==> config.mk <==
export PLATFORM = sky130hd
export DESIGN_NAME = axi_nibble_master_flat
export DESIGN_NICKNAME = d
export VERILOG_FILES = /design/src/rtl/axi_nibble_master_if.sv /design/src/rtl/axi_nibble_master.sv /design/src/flat_wrapper.sv
export SDC_FILE = /design/constraint.sdc
export NUM_CORES = 1
export LEC_CHECK = 0
export BUFFER_PORTS_ARGS = -buffer_cell sky130_fd_sc_hd__buf_2
export CELL_PAD_IN_SITES_DETAIL_PLACEMENT = 1
export CELL_PAD_IN_SITES_GLOBAL_PLACEMENT = 1
export CORE_MARGIN = 1
export CORE_UTILIZATION = 34
export CTS_CLUSTER_DIAMETER = 60
export DETAILED_ROUTE_END_ITERATION = 6
export GPL_TIMING_DRIVEN = 0
export PLACE_DENSITY_LB_ADDON = 0.1
export REMOVE_ABC_BUFFERS = 1
export SLEW_MARGIN = 10
export SYNTH_ARGS = -nofsm -noshare
export SYNTH_HDL_FRONTEND = slang
export SYNTH_SLANG_ARGS = --single-unit
==> constraint.sdc <==
create_clock -name clk -period 1.47 [get_ports clk]
set_input_delay 0.147 -clock clk [delete_from_list [all_inputs] [get_ports clk]]
set_output_delay 0.147 -clock clk [all_outputs]
set_load 0.05 [all_outputs]
==> src/rtl/axi_nibble_master_if.sv <==
// Bus bundle for the 4-bit-address / 4-bit-data AXI-lite-style nibble link.
// The master modport drives the ms_* signals; the slave modport drives the sm_* signals.
interface axi_nibble_master_if #(
  parameter int ADDR_W = 4,
  parameter int DATA_W = 4
);
  logic              ms_arvalid;
  logic [ADDR_W-1:0] ms_araddr;
  logic              sm_arready;
  logic              sm_rvalid;
  logic [DATA_W-1:0] sm_rdata;
  logic              ms_rready;
  logic              ms_awvalid;
  logic [ADDR_W-1:0] ms_awaddr;
  logic              sm_awready;
  logic              ms_wvalid;
  logic [DATA_W-1:0] ms_wdata;
  logic              sm_wready;

  modport master (
    output ms_arvalid, ms_araddr, ms_rready,
    output ms_awvalid, ms_awaddr, ms_wvalid, ms_wdata,
    input  sm_arready, sm_rvalid, sm_rdata, sm_awready, sm_wready
  );

  modport slave (
    input  ms_arvalid, ms_araddr, ms_rready,
    input  ms_awvalid, ms_awaddr, ms_wvalid, ms_wdata,
    output sm_arready, sm_rvalid, sm_rdata, sm_awready, sm_wready
  );
endinterface

==> src/rtl/axi_nibble_master.sv <==
// Initiator end of the nibble AXI-lite-style link: takes one read or write
// command at a time, runs the AR/R or AW/W handshakes and returns a one-cycle
// response strobe. All outputs come straight from flops.
// Optional watchdog: define TIMEOUT_EN to abort a transaction that has been
// busy for TIMEOUT_CYCLES cycles; without it the master waits indefinitely and
// resp_timeout is tied low.
module axi_nibble_master #(
  parameter int ADDR_W         = 4,
  parameter int DATA_W         = 4,
  parameter int TIMEOUT_CYCLES = 15
) (
  input  logic                clk,
  input  logic                rst,
  input  logic                cmd_valid,
  output logic                cmd_ready,
  input  logic                cmd_write,
  input  logic [ADDR_W-1:0]   cmd_addr,
  input  logic [DATA_W-1:0]   cmd_wdata,
  output logic                resp_valid,
  output logic [DATA_W-1:0]   resp_rdata,
  output logic                resp_timeout,
  axi_nibble_master_if.master bus
);

  typedef enum logic [2:0] {
    IDLE,
    RD_ADDR,
    RD_DATA,
    WR,
    RESP
  } state_e;

  state_e            state_q, state_d;
  logic              cmd_ready_q, cmd_ready_d;
  logic              arvalid_q, arvalid_d;
  logic [ADDR_W-1:0] araddr_q, araddr_d;
  logic              rready_q, rready_d;
  logic              awvalid_q, awvalid_d;
  logic [ADDR_W-1:0] awaddr_q, awaddr_d;
  logic              wvalid_q, wvalid_d;
  logic [DATA_W-1:0] wdata_q, wdata_d;
  logic              aw_done_q, aw_done_d;
  logic              w_done_q, w_done_d;
  logic              resp_valid_q, resp_valid_d;
  logic [DATA_W-1:0] resp_rdata_q, resp_rdata_d;
  logic              aw_fin;
  logic              w_fin;

`ifdef TIMEOUT_EN
  localparam int CNT_W = $clog2(TIMEOUT_CYCLES + 1);
  logic [CNT_W-1:0]  cnt_q, cnt_d;
  logic              resp_timeout_q, resp_timeout_d;
  assign resp_timeout = resp_timeout_q;
`else
  assign resp_timeout = 1'b0;
`endif

  assign cmd_ready      = cmd_ready_q;
  assign resp_valid     = resp_valid_q;
  assign resp_rdata     = resp_rdata_q;
  assign bus.ms_arvalid = arvalid_q;
  assign bus.ms_araddr  = araddr_q;
  assign bus.ms_rready  = rready_q;
  assign bus.ms_awvalid = awvalid_q;
  assign bus.ms_awaddr  = awaddr_q;
  assign bus.ms_wvalid  = wvalid_q;
  assign bus.ms_wdata   = wdata_q;

  // A write channel counts as finished if it completed earlier or handshakes now.
  assign aw_fin = aw_done_q | (awvalid_q & bus.sm_awready);
  assign w_fin  = w_done_q  | (wvalid_q  & bus.sm_wready);

  // Next-state and next-output logic; every output is computed here and registered below.
  always_comb begin
    state_d      = state_q;
    cmd_ready_d  = cmd_ready_q;
    arvalid_d    = arvalid_q;
    araddr_d     = araddr_q;
    rready_d     = rready_q;
    awvalid_d    = awvalid_q;
    awaddr_d     = awaddr_q;
    wvalid_d     = wvalid_q;
    wdata_d      = wdata_q;
    aw_done_d    = aw_done_q;
    w_done_d     = w_done_q;
    resp_valid_d = 1'b0;
    resp_rdata_d = resp_rdata_q;
`ifdef TIMEOUT_EN
    cnt_d          = cnt_q;
    resp_timeout_d = resp_timeout_q;
`endif

    case (state_q)
      IDLE: begin
        if (cmd_valid) begin
          cmd_ready_d  = 1'b0;
          resp_rdata_d = '0;
`ifdef TIMEOUT_EN
          cnt_d          = '0;
          resp_timeout_d = 1'b0;
`endif
          if (cmd_write) begin
            state_d   = WR;
            awvalid_d = 1'b1;
            wvalid_d  = 1'b1;
            awaddr_d  = cmd_addr;
            wdata_d   = cmd_wdata;
            aw_done_d = 1'b0;
            w_done_d  = 1'b0;
          end else begin
            state_d   = RD_ADDR;
            arvalid_d = 1'b1;
            araddr_d  = cmd_addr;
          end
        end
      end
      RD_ADDR: begin
        if (arvalid_q && bus.sm_arready) begin
          arvalid_d = 1'b0;
          rready_d  = 1'b1;
          state_d   = RD_DATA;
        end
      end
      RD_DATA: begin
        if (rready_q && bus.sm_rvalid) begin
          rready_d     = 1'b0;
          resp_rdata_d = bus.sm_rdata;
          state_d      = RESP;
        end
      end
      WR: begin
        if (awvalid_q && bus.sm_awready) begin
          awvalid_d = 1'b0;
          aw_done_d = 1'b1;
        end
        if (wvalid_q && bus.sm_wready) begin
          wvalid_d = 1'b0;
          w_done_d = 1'b1;
        end
        if (aw_fin && w_fin) begin
          state_d = RESP;
        end
      end
      RESP: begin
        resp_valid_d = 1'b1;
        cmd_ready_d  = 1'b1;
        state_d      = IDLE;
`ifdef TIMEOUT_EN
        cnt_d = '0;
`endif
      end
      default: begin
        state_d     = IDLE;
        cmd_ready_d = 1'b1;
      end
    endcase

`ifdef TIMEOUT_EN
    if (state_q == RD_ADDR || state_q == RD_DATA || state_q == WR) begin
      if (cnt_q == CNT_W'(TIMEOUT_CYCLES - 1)) begin
        arvalid_d      = 1'b0;
        rready_d       = 1'b0;
        awvalid_d      = 1'b0;
        wvalid_d       = 1'b0;
        resp_rdata_d   = '0;
        resp_timeout_d = 1'b1;
        state_d        = RESP;
      end else begin
        cnt_d = cnt_q + 1'b1;
      end
    end
`endif
  end

  // State and output flops; reset drops every valid/ready at once and returns to IDLE.
  always_ff @(posedge clk or posedge rst) begin
    if (rst) begin
      state_q      <= IDLE;
      cmd_ready_q  <= 1'b1;
      arvalid_q    <= 1'b0;
      araddr_q     <= '0;
      rready_q     <= 1'b0;
      awvalid_q    <= 1'b0;
      awaddr_q     <= '0;
      wvalid_q     <= 1'b0;
      wdata_q      <= '0;
      aw_done_q    <= 1'b0;
      w_done_q     <= 1'b0;
      resp_valid_q <= 1'b0;
      resp_rdata_q <= '0;
`ifdef TIMEOUT_EN
      cnt_q          <= '0;
      resp_timeout_q <= 1'b0;
`endif
    end else begin
      state_q      <= state_d;
      cmd_ready_q  <= cmd_ready_d;
      arvalid_q    <= arvalid_d;
      araddr_q     <= araddr_d;
      rready_q     <= rready_d;
      awvalid_q    <= awvalid_d;
      awaddr_q     <= awaddr_d;
      wvalid_q     <= wvalid_d;
      wdata_q      <= wdata_d;
      aw_done_q    <= aw_done_d;
      w_done_q     <= w_done_d;
      resp_valid_q <= resp_valid_d;
      resp_rdata_q <= resp_rdata_d;
`ifdef TIMEOUT_EN
      cnt_q          <= cnt_d;
      resp_timeout_q <= resp_timeout_d;
`endif
    end
  end

endmodule

==> src/flat_wrapper.sv <==
// flat-port wrapper written by rule: the top's interface ports become plain ports
module axi_nibble_master_flat 
#(
  parameter int ADDR_W         = 4,
  parameter int DATA_W         = 4,
  parameter int TIMEOUT_CYCLES = 15
)
  (clk, rst, cmd_valid, cmd_ready, cmd_write, cmd_addr, cmd_wdata, resp_valid, resp_rdata, resp_timeout, bus_ms_arvalid, bus_ms_araddr, bus_ms_rready, bus_ms_awvalid, bus_ms_awaddr, bus_ms_wvalid, bus_ms_wdata, bus_sm_arready, bus_sm_rvalid, bus_sm_rdata, bus_sm_awready, bus_sm_wready);
  axi_nibble_master_if #(.ADDR_W(ADDR_W), .DATA_W(DATA_W)) bus_i ();
  input  logic clk;
  input  logic rst;
  input  logic cmd_valid;
  output logic cmd_ready;
  input  logic cmd_write;
  input  logic [ADDR_W-1:0] cmd_addr;
  input  logic [DATA_W-1:0] cmd_wdata;
  output logic resp_valid;
  output logic [DATA_W-1:0] resp_rdata;
  output logic resp_timeout;
  output wire logic [$bits(bus_i.ms_arvalid)-1:0] bus_ms_arvalid;
  output wire logic [$bits(bus_i.ms_araddr)-1:0] bus_ms_araddr;
  output wire logic [$bits(bus_i.ms_rready)-1:0] bus_ms_rready;
  output wire logic [$bits(bus_i.ms_awvalid)-1:0] bus_ms_awvalid;
  output wire logic [$bits(bus_i.ms_awaddr)-1:0] bus_ms_awaddr;
  output wire logic [$bits(bus_i.ms_wvalid)-1:0] bus_ms_wvalid;
  output wire logic [$bits(bus_i.ms_wdata)-1:0] bus_ms_wdata;
  input wire logic [$bits(bus_i.sm_arready)-1:0] bus_sm_arready;
  input wire logic [$bits(bus_i.sm_rvalid)-1:0] bus_sm_rvalid;
  input wire logic [$bits(bus_i.sm_rdata)-1:0] bus_sm_rdata;
  input wire logic [$bits(bus_i.sm_awready)-1:0] bus_sm_awready;
  input wire logic [$bits(bus_i.sm_wready)-1:0] bus_sm_wready;
  assign bus_ms_arvalid = bus_i.ms_arvalid;
  assign bus_ms_araddr = bus_i.ms_araddr;
  assign bus_ms_rready = bus_i.ms_rready;
  assign bus_ms_awvalid = bus_i.ms_awvalid;
  assign bus_ms_awaddr = bus_i.ms_awaddr;
  assign bus_ms_wvalid = bus_i.ms_wvalid;
  assign bus_ms_wdata = bus_i.ms_wdata;
  assign bus_i.sm_arready = bus_sm_arready;
  assign bus_i.sm_rvalid = bus_sm_rvalid;
  assign bus_i.sm_rdata = bus_sm_rdata;
  assign bus_i.sm_awready = bus_sm_awready;
  assign bus_i.sm_wready = bus_sm_wready;
  axi_nibble_master #(.ADDR_W(ADDR_W), .DATA_W(DATA_W), .TIMEOUT_CYCLES(TIMEOUT_CYCLES)) u_core (.clk(clk), .rst(rst), .cmd_valid(cmd_valid), .cmd_ready(cmd_ready), .cmd_write(cmd_write), .cmd_addr(cmd_addr), .cmd_wdata(cmd_wdata), .resp_valid(resp_valid), .resp_rdata(resp_rdata), .resp_timeout(resp_timeout), .bus(bus_i));
endmodule
==> flow_summary.ini, run 1 <==
[status]
status = finished with violations
violations = negative setup slack

[finish]
final_area_sq_mm = 0.00151
layout_common_cells = buf_2 (41), dfrtp_1 (23), mux2_4 (10)
fin_nets = 155
n_antenna_cell = 0
drive_above_1_share_pct = 54.5
syn_to_final_growth_pct = 26.7
final_util_pct = 45.2
fill_cells = 382
layout_commonest_cell = buf_2

[floorplan]
dieHeight_um = 61.2
fp.dieW_um = 61.2
initial_utilization_pct = 35.7
die-area_sq_mm = 0.00374
coreArea_sq_mm = 0.00334
io_pins = 43
row_count = 21

[cts]
clk_latency_ns = 0.33
cts_tree = yes
h-tree-depth = 1
clock-sinks = 27
cts-root-buf = clkbuf_4
cts_buffer_depth = 2
clk_pin_slew_ns = 0.15
cts_made_buffers = 3

[worst_setup_path]
crit_fanout = 8
worst_ep_required_time_ns = 1.69
r2r_cells = 3
r2r-start = u_core.state_q[0]$_DFFE_PP0P_
rrSetupSlack_ns = -0.04
end_kind = flop
crit_type = flop to flop
reg2reg_to = u_core.bus.ms_wdata[1]$_DFFE_PP0P_
crit_path_start_kind = flop
worstPathArrival_ns = 1.73

[sta]
worstMarginPinSlew_ns = 1.01
fmax_mhz = 662
layout_setup_ws_ns = -0.0402
min_period_ns = 1.51
post-route-period-util_pct = 103
slew_viol_final = 0
fin_setup_tns_ns = -0.304
rsz0062_at_grt = true
slew_headroom_pct = 32.8
finalClockSkew_ns = 0.0110
hold_violations = 0
finalSetupViolations = 10

[synth]
seq_area_frac_synth_pct = 56.9
synthDistinctLibCells = 33
avgSynthCellArea_sq_um = 13.7
ys_warn_count = 0
synth_edf_count = 0
syn_area_sq_mm = 0.00119
async_flop_share_pct = 100
syn_inst = 87
ys_ff_latch = 27
synthFlopType = dfrtp_1

[pwr]
power_density_mw_per_mm2 = 2560
peakVddDrop_v = 0.00104
leakage_nw = 0.801
power_mw = 3.86

[detailed_routing]
wire_per_inst_um = 14.2
postRouteWirelength_um = 2560
dr.pass1.iters = 4
vias_per_cell = 4.82
drc = 0
antenna_left = 0
vias = 867
drt_iter0_markers = 38

[grt]
antenna_found_initial = 0
grt_max_degree = 28
grt_pass1_wl_um = 3990
grt_pass1_vias = 856
overflow = 0
grtUsageTotal_pct = 15.0

[placement]
gp_congestion = 0.730
dp_hpwl_um = 1800
portBuffers = 41
postPlaceCellArea_sq_mm = 0.00141
preCtsSetupSlack_ns = -0.181

[min_path]
hp-class = input pin to async pin

[job]
max_cap_violations = 0
-- cell usage after synthesis, types with 2 or more instances --
cell type	count	share of area (%)
a21o_1	4	2.5
a22o_1	4	2.9
and2_1	2	1.1
and3b_1	2	1.5
buf_4	2	1.3
dfrtp_1	26	55
inv_1	2	0.63
mux2_2	6	5.7
mux2_4	6	7.6
nand2_1	4	1.3
nand3_1	2	0.84
nor2_1	4	1.3
nor2b_1	3	1.6
-- sequential cells by signal, summed over array words and instances (netlist names) --
register / cells
u_core.aw_done_q: 1
u_core.bus.ms_araddr: 4
u_core.bus.ms_arvalid: 1
u_core.bus.ms_awaddr: 4
u_core.bus.ms_awvalid: 1
u_core.bus.ms_rready: 1
u_core.bus.ms_wdata: 4
u_core.bus.ms_wvalid: 1
u_core.cmd_ready: 1
u_core.resp_rdata: 4
u_core.resp_valid: 1
u_core.state_q: 3
u_core.w_done_q: 1
-- repair_timing --
item,in CTS,in global routing
endpoints found under the setup margin,17,17
buffers inserted,5,1
pin swaps,2,2
hold buffers,0,0
resized for setup,6,4
-- worst max-delay path: stages (launching register included) --
cell	delay, ns
dfrtp_2	0.45
nor4b_4	0.34
and2_4	0.29
mux2_4	0.32
-- cell families after synthesis --
group	Yosys count	share of synthesized area [%]
AOI/OAI and AO/OA	17	11.5
buffers and inverters	6	4.52
DFF	27	56.9
muxes	12	13.2
other	1	0.315
and+or+nand+nor	24	13.6
-- through the flow --
step | instances | hold WS [ns]
after detailed placement | 170 | 0.379
after global routing | 180 | 0.0233
final | 180 | 0.0234
after global placement | 170 | 0.375
after floorplan | 83 | 0.199
after CTS | 179 | 0.0224
-- layer usage --
layer  GRT usage [%]  up-vias  share of wire (%)
met5               0        -                  0
met4            3.57        0               0.86
met3            4.62        2                3.8
met2            26.7       22                 51
met1            17.5      442                 44
li1                -      401                  -
-- power breakdown --
| group | switching [mW] | leakage (nW) | internal (mW) |
|---|---|---|---|
| registers | 0.219 | 0.332 | 1.09 |
| logic | 1.48 | 0.452 | 0.753 |
| clock network | 0.224 | 0.0177 | 0.102 |
-- worst max-delay path by stage --
stage	start	endpoint	slack, ns	depth (start not counted)
floorplan	u_core.state_q[0]$_DFFE_PP0P_	u_core.bus.ms_awaddr[1]$_DFFE_PP0P_	-0.01	3
global placement	u_core.state_q[0]$_DFFE_PP0P_	u_core.bus.ms_araddr[1]$_DFFE_PP0P_	-0.18	3
detailed placement	u_core.state_q[0]$_DFFE_PP0P_	u_core.bus.ms_wdata[1]$_DFFE_PP0P_	-0.18	3
CTS	u_core.state_q[2]$_DFFE_PP0P_	u_core.bus.ms_wdata[1]$_DFFE_PP0P_	-0.06	3
global route	u_core.state_q[0]$_DFFE_PP0P_	u_core.bus.ms_wdata[1]$_DFFE_PP0P_	-0.10	3
finish	u_core.state_q[0]$_DFFE_PP0P_	u_core.bus.ms_wdata[1]$_DFFE_PP0P_	-0.04	3
-- cell type report --
| class | instances | area [sq um] | area share (%) |
|---|---|---|---|
| Sequential cell | 27 | 681 | 45.1 |
| Multi-Input combinational cell | 54 | 484 | 32.1 |
| Timing Repair Buffer | 47 | 250 | 16.6 |
| Tap cell | 46 | 57.6 | 3.82 |
| Clock buffer | 3 | 22.5 | 1.49 |
| Inverter | 2 | 7.51 | 0.498 |
| Clock inverter | 1 | 5.00 | 0.332 |
(Power assumes the default switching activity.)
==> run 2, diff against run 1 <==
==> constraint.sdc (replaced) <==
create_clock -name clk -period 1.26 [get_ports clk]
set_input_delay 0.126 -clock clk [delete_from_list [all_inputs] [get_ports clk]]
set_output_delay 0.126 -clock clk [all_outputs]
set_load 0.005 [all_outputs]
==> run 2 against run 1 <==
Effect of this change:
- the flow finishes with violations (negative hold slack, negative setup slack)
- register-to-register slack got worse by 0.23 ns
- sequential cell count unchanged
- first-iteration DRC count shrank 16%
- critical endpoint unchanged
- core utilization is 2.8 points higher
- via count increased by 2.7%
==> flow_summary.ini, run 2 (same netlist as run 1, synthesis figures left out) <==
[status]
status = finished with violations
violations = negative hold slack, negative setup slack

[placement]
portBuffers = 41
gp_congestion = 0.730
dp_hpwl_um = 1800

[sta]
finalClockSkew_ns = 0.00860
fmax_mhz = 655
post-route-period-util_pct = 121
fin_setup_tns_ns = -4.07
worstMarginPinSlew_ns = 1.02
slew_headroom_pct = 32.2
whs_ns = -0.00115
layout_setup_ws_ns = -0.266
slew_viol_final = 0
finalSetupViolations = 21
rsz0062_at_grt = true
hold_violations = 1
min_period_ns = 1.53

[detailed_routing]
drc = 0
postRouteWirelength_um = 2620
vias_per_cell = 4.78
wire_per_inst_um = 14.1
drt_iter0_markers = 32
vias = 890
antenna_left = 0
dr.pass1.iters = 4

[floorplan]
io_pins = 43
dieHeight_um = 61.2
row_count = 21
die-area_sq_mm = 0.00374
fp.dieW_um = 61.2
coreArea_sq_mm = 0.00334
initial_utilization_pct = 35.7

[pwr]
switching_share_pct = 32.7
power_mw = 3.60
power_density_mw_per_mm2 = 2250
p_clk_share_pct = 10.7
p_comb_share_pct = 46.7
p_switching_mw = 1.18
peakVddDrop_v = 0.000942
seq_power_share_pct = 42.6
leakage_nw = 0.855
p_int_mw = 2.42

[worst_setup_path]
crit_type = flop to flop
end_kind = flop
crit_fanout = 8
crit_path_start_kind = flop
worst_ep_required_time_ns = 1.49
worstPathArrival_ns = 1.76

[finish]
area.sequential_sq_um = 681
fin_nets = 161
syn_to_final_growth_pct = 34.7
drive_above_1_share_pct = 60.7
n_antenna_cell = 0
fill_cells = 375
layout_common_cells = buf_2 (41), dfrtp_1 (23), mux2_4 (11)
multi_input_area_sq_um = 519
layout_commonest_cell = buf_2

[cts]
cts_made_buffers = 3
h-tree-depth = 1
clk_pin_slew_ns = 0.15
cts_tree = yes
clock-sinks = 27
cts_buffer_depth = 2
cts-hold-fix-buffers = 0
cts-root-buf = clkbuf_4
clk_latency_ns = 0.33

[min_path]
hp-class = input pin to async pin

[grt]
grtUsageTotal_pct = 15.1
antenna_found_initial = 0
overflow = 0
grt_max_degree = 28
grt_pass1_wl_um = 4010
grt_pass1_vias = 881

[job]
max_cap_violations = 0
## run 2: layout make-up
type | instances | area share [%]
Clock buffer | 3 | 1.41
Clock inverter | 1 | 0.312
Inverter | 2 | 0.468
Multi-Input combinational cell | 54 | 32.4
Sequential cell | 27 | 42.5
Tap cell | 46 | 3.59
Timing Repair Buffer | 53 | 19.4
## run 2: worst max-delay path, stage by stage (launching register included)
cell	delay, ns
dfrtp_2	0.45
nor4b_4	0.35
and2_4	0.29
mux2_4	0.32
## run 2: power by group through the flow
stage,Sequential [mW],Clock (mW),Combinational (mW)
global route,1.59,0.432,1.84
CTS,1.53,0.399,1.60
global placement,1.58,0,1.21
floorplan,1.58,0,0.725
detailed placement,1.61,0,1.24
finish,1.53,0.385,1.68
## run 2: final timing paths
kind	from	end	slack, ns	depth (start not counted)
setup / recovery	u_core.state_q[0]$_DFFE_PP0P_	u_core.bus.ms_wdata[1]$_DFFE_PP0P_	-0.27	3
hold / removal	rst	u_core.resp_rdata[2]$_DFFE_PP0P_	-0.001	2
setup reg to reg	u_core.state_q[0]$_DFFE_PP0P_	u_core.bus.ms_wdata[1]$_DFFE_PP0P_	-0.27	3
hold reg to reg	u_core.aw_done_q$_DFFE_PP0P_	u_core.aw_done_q$_DFFE_PP0P_	0.51	1
max in group asynchronous	rst	u_core.state_q[2]$_DFFE_PP0P_	0.58	2
min in group clk	bus_sm_rdata[1]	u_core.resp_rdata[1]$_DFFE_PP0P_	0	2
## run 2: what timing repair did
action,in CTS,in global routing
setup buffers,9,3
pin swaps,5,6
setup endpoints to repair,23,22
gates resized for setup,15,8
## run 2: per-layer routing
metal	track usage (%)	vias to the layer above	wire (um)
li1	-	412	-
met1	16.5	454	1090
met2	28.3	24	1420
met3	4.62	0	108
met4	3.57	0	0
met5	0	-	0
## run 2: metrics by stage
stage | util (%) | cells | setup WS, ns | area [sq um]
finish | 48.0 | 186 | -0.266 | 1600
global route | 48.0 | 186 | -0.312 | 1600
CTS | 46.6 | 183 | -0.274 | 1550
detailed placement | 42.1 | 170 | -0.391 | 1410
global placement | 42.1 | 170 | -0.393 | 1410
floorplan | - | 83 | -0.224 | 1140
==> run 3, diff against run 2 <==
Settings changed: SKIP_LAST_GASP from default to 1.
==> run 3 against run 2 <==
Effect of this change:
- the flow still finishes with violations (negative hold slack, negative setup slack)
- fmax up 0.29%
- first-iteration DRC count is 3.1% lower
- final cell count unchanged
- global-route usage stayed put
- largest power group unchanged
- wire length increased by 0.19%
- clock skew about the same
- worst setup slack improved by 0.0044 ns
- via count down 0.22%
- clock-buffer cell count stayed put
- critical path type unchanged
- highest routed layer unchanged
- worst hold slack about the same
- core utilization is 0.30 points lower
- total power decreased by 0.68%
- critical endpoint unchanged
==> flow_summary.ini, run 3 (same netlist as run 1, synthesis figures left out) <==
[cts]
cts_buffer_depth = 2
cts-root-buf = clkbuf_4
cts-hold-fix-buffers = 0
clk_latency_ns = 0.33
clk_pin_slew_ns = 0.15
clock-sinks = 27
cts_made_buffers = 3
cts_tree = yes
h-tree-depth = 1

[detailed_routing]
dr.pass1.iters = 4
drc = 0
postRouteWirelength_um = 2630
antenna_left = 0
vias_per_cell = 4.77
drt_iter0_markers = 31
vias = 888
wire_per_inst_um = 14.1

[worst_setup_path]
worstPathArrival_ns = 1.75
cp_cell_sequence = nor4b_4 > and2_4 > mux2_4
end_kind = flop
crit_slowest_cell = dfrtp_2
crit_type = flop to flop
critPathMaxStageDelay_ns = 0.45
rrSetupSlack_ns = -0.26
crit_fanout = 8
worst_ep_required_time_ns = 1.49
crit_path_start_kind = flop

[pwr]
leakage_nw = 0.849
power_density_mw_per_mm2 = 2250
peakVddDrop_v = 0.000937
power_mw = 3.58

[sta]
hold_violations = 6
slew_headroom_pct = 32.8
finalClockSkew_ns = 0.00907
slew_viol_final = 0
post-route-period-util_pct = 121
min_period_ns = 1.52
fin_setup_tns_ns = -4.01
whs_ns = -0.00142
fmax_mhz = 657
layout_setup_ws_ns = -0.261
rsz0062_at_grt = true
worstMarginPinSlew_ns = 1.01
finalSetupViolations = 21

[floorplan]
die-area_sq_mm = 0.00374
initial_utilization_pct = 35.7
fp.dieW_um = 61.2
coreArea_sq_mm = 0.00334
row_count = 21
io_pins = 43
dieHeight_um = 61.2

[grt]
grtUsageTotal_pct = 15.1
grt_pass1_vias = 881
antenna_found_initial = 0
grt_pass1_wl_um = 4010
overflow = 0
grt_max_degree = 28

[finish]
layout_common_cells = buf_2 (41), dfrtp_1 (23), mux2_4 (11)
fin_nets = 161
drive_above_1_share_pct = 59.3
layout_commonest_cell = buf_2
multi_input_area_sq_um = 509
final_util_pct = 47.7
area.sequential_sq_um = 681
fill_cells = 374
syn_to_final_growth_pct = 33.9
n_antenna_cell = 0
fin_cells = 186

[placement]
gp_congestion = 0.730
dp.cells = 170
dp_hpwl_um = 1800
preCtsSetupSlack_ns = -0.391
portBuffers = 41

[status]
status = finished with violations
violations = negative hold slack, negative setup slack

[job]
max_cap_violations = 0

[min_path]
hp-class = input pin to async pin
run 3: cell count changes in the layout (fill, tap and decap cells not counted):
cell      previous run  this run
nor2_1               2         3
nor2_2               2         1
nand2b_1             0         1
nand2b_4             1         0
run 3: area by class of cell:
class,count,area share [%]
flip-flops and latches,27,42.7
inverters,2,0.471
clock inverters,1,0.314
clock buffers,3,1.41
well taps,46,3.61
repair buffers,53,19.5
multi-input cells,54,32.0
run 3: repair_timing:
action	CTS	global route
setup buffers	9	3
gates resized for setup	13	8
endpoints found under the setup margin	23	22
pin swaps	5	7
run 3: worst paths after layout:
| path | from | to | depth (start not counted) |
|---|---|---|---|
| max in group asynchronous | rst | u_core.state_q[2]$_DFFE_PP0P_ | 2 |
| worst max register to register | u_core.state_q[0]$_DFFE_PP0P_ | u_core.bus.ms_wdata[1]$_DFFE_PP0P_ | 3 |
| worst max-delay path | u_core.state_q[0]$_DFFE_PP0P_ | u_core.bus.ms_wdata[1]$_DFFE_PP0P_ | 3 |
| worst min register to register | u_core.aw_done_q$_DFFE_PP0P_ | u_core.aw_done_q$_DFFE_PP0P_ | 1 |
| min in group clk | bus_sm_rdata[1] | u_core.resp_rdata[1]$_DFFE_PP0P_ | 2 |
| worst min-delay path | rst | u_core.resp_rdata[2]$_DFFE_PP0P_ | 2 |
run 3: power breakdown:
group / switching [mW] / total (mW) / internal (mW)
Combinational: 0.641 / 1.66 / 1.02
Clock: 0.266 / 0.385 / 0.119
Sequential: 0.264 / 1.53 / 1.27
run 3: through the flow:
stage / cell area (sq um) / hold WS (ns)
after floorplan: 1140 / 0.178
after global placement: 1410 / 0.354
after detailed placement: 1410 / 0.358
after CTS: 1540 / 0.00140
after global routing: 1590 / -0.00545
final: 1590 / -0.00142
run 3: worst max-delay path, delay by kind of cell, from the launching register on:
kind	cells	cell delay, ns
and+or+nand+nor	2	0.64
DFF	1	0.45
muxes	1	0.32
run 3: metal layers:
layer  vias to the layer above  share of wire (%)  GRT usage (%)  wire length, um
li1                        411                  -              -                -
met1                       455                 41           16.5             1090
met2                        22                 55           28.3             1440
met3                         0                4.0           4.62              106
met4                         0                  0           3.57                0
met5                         -                  0              0                0
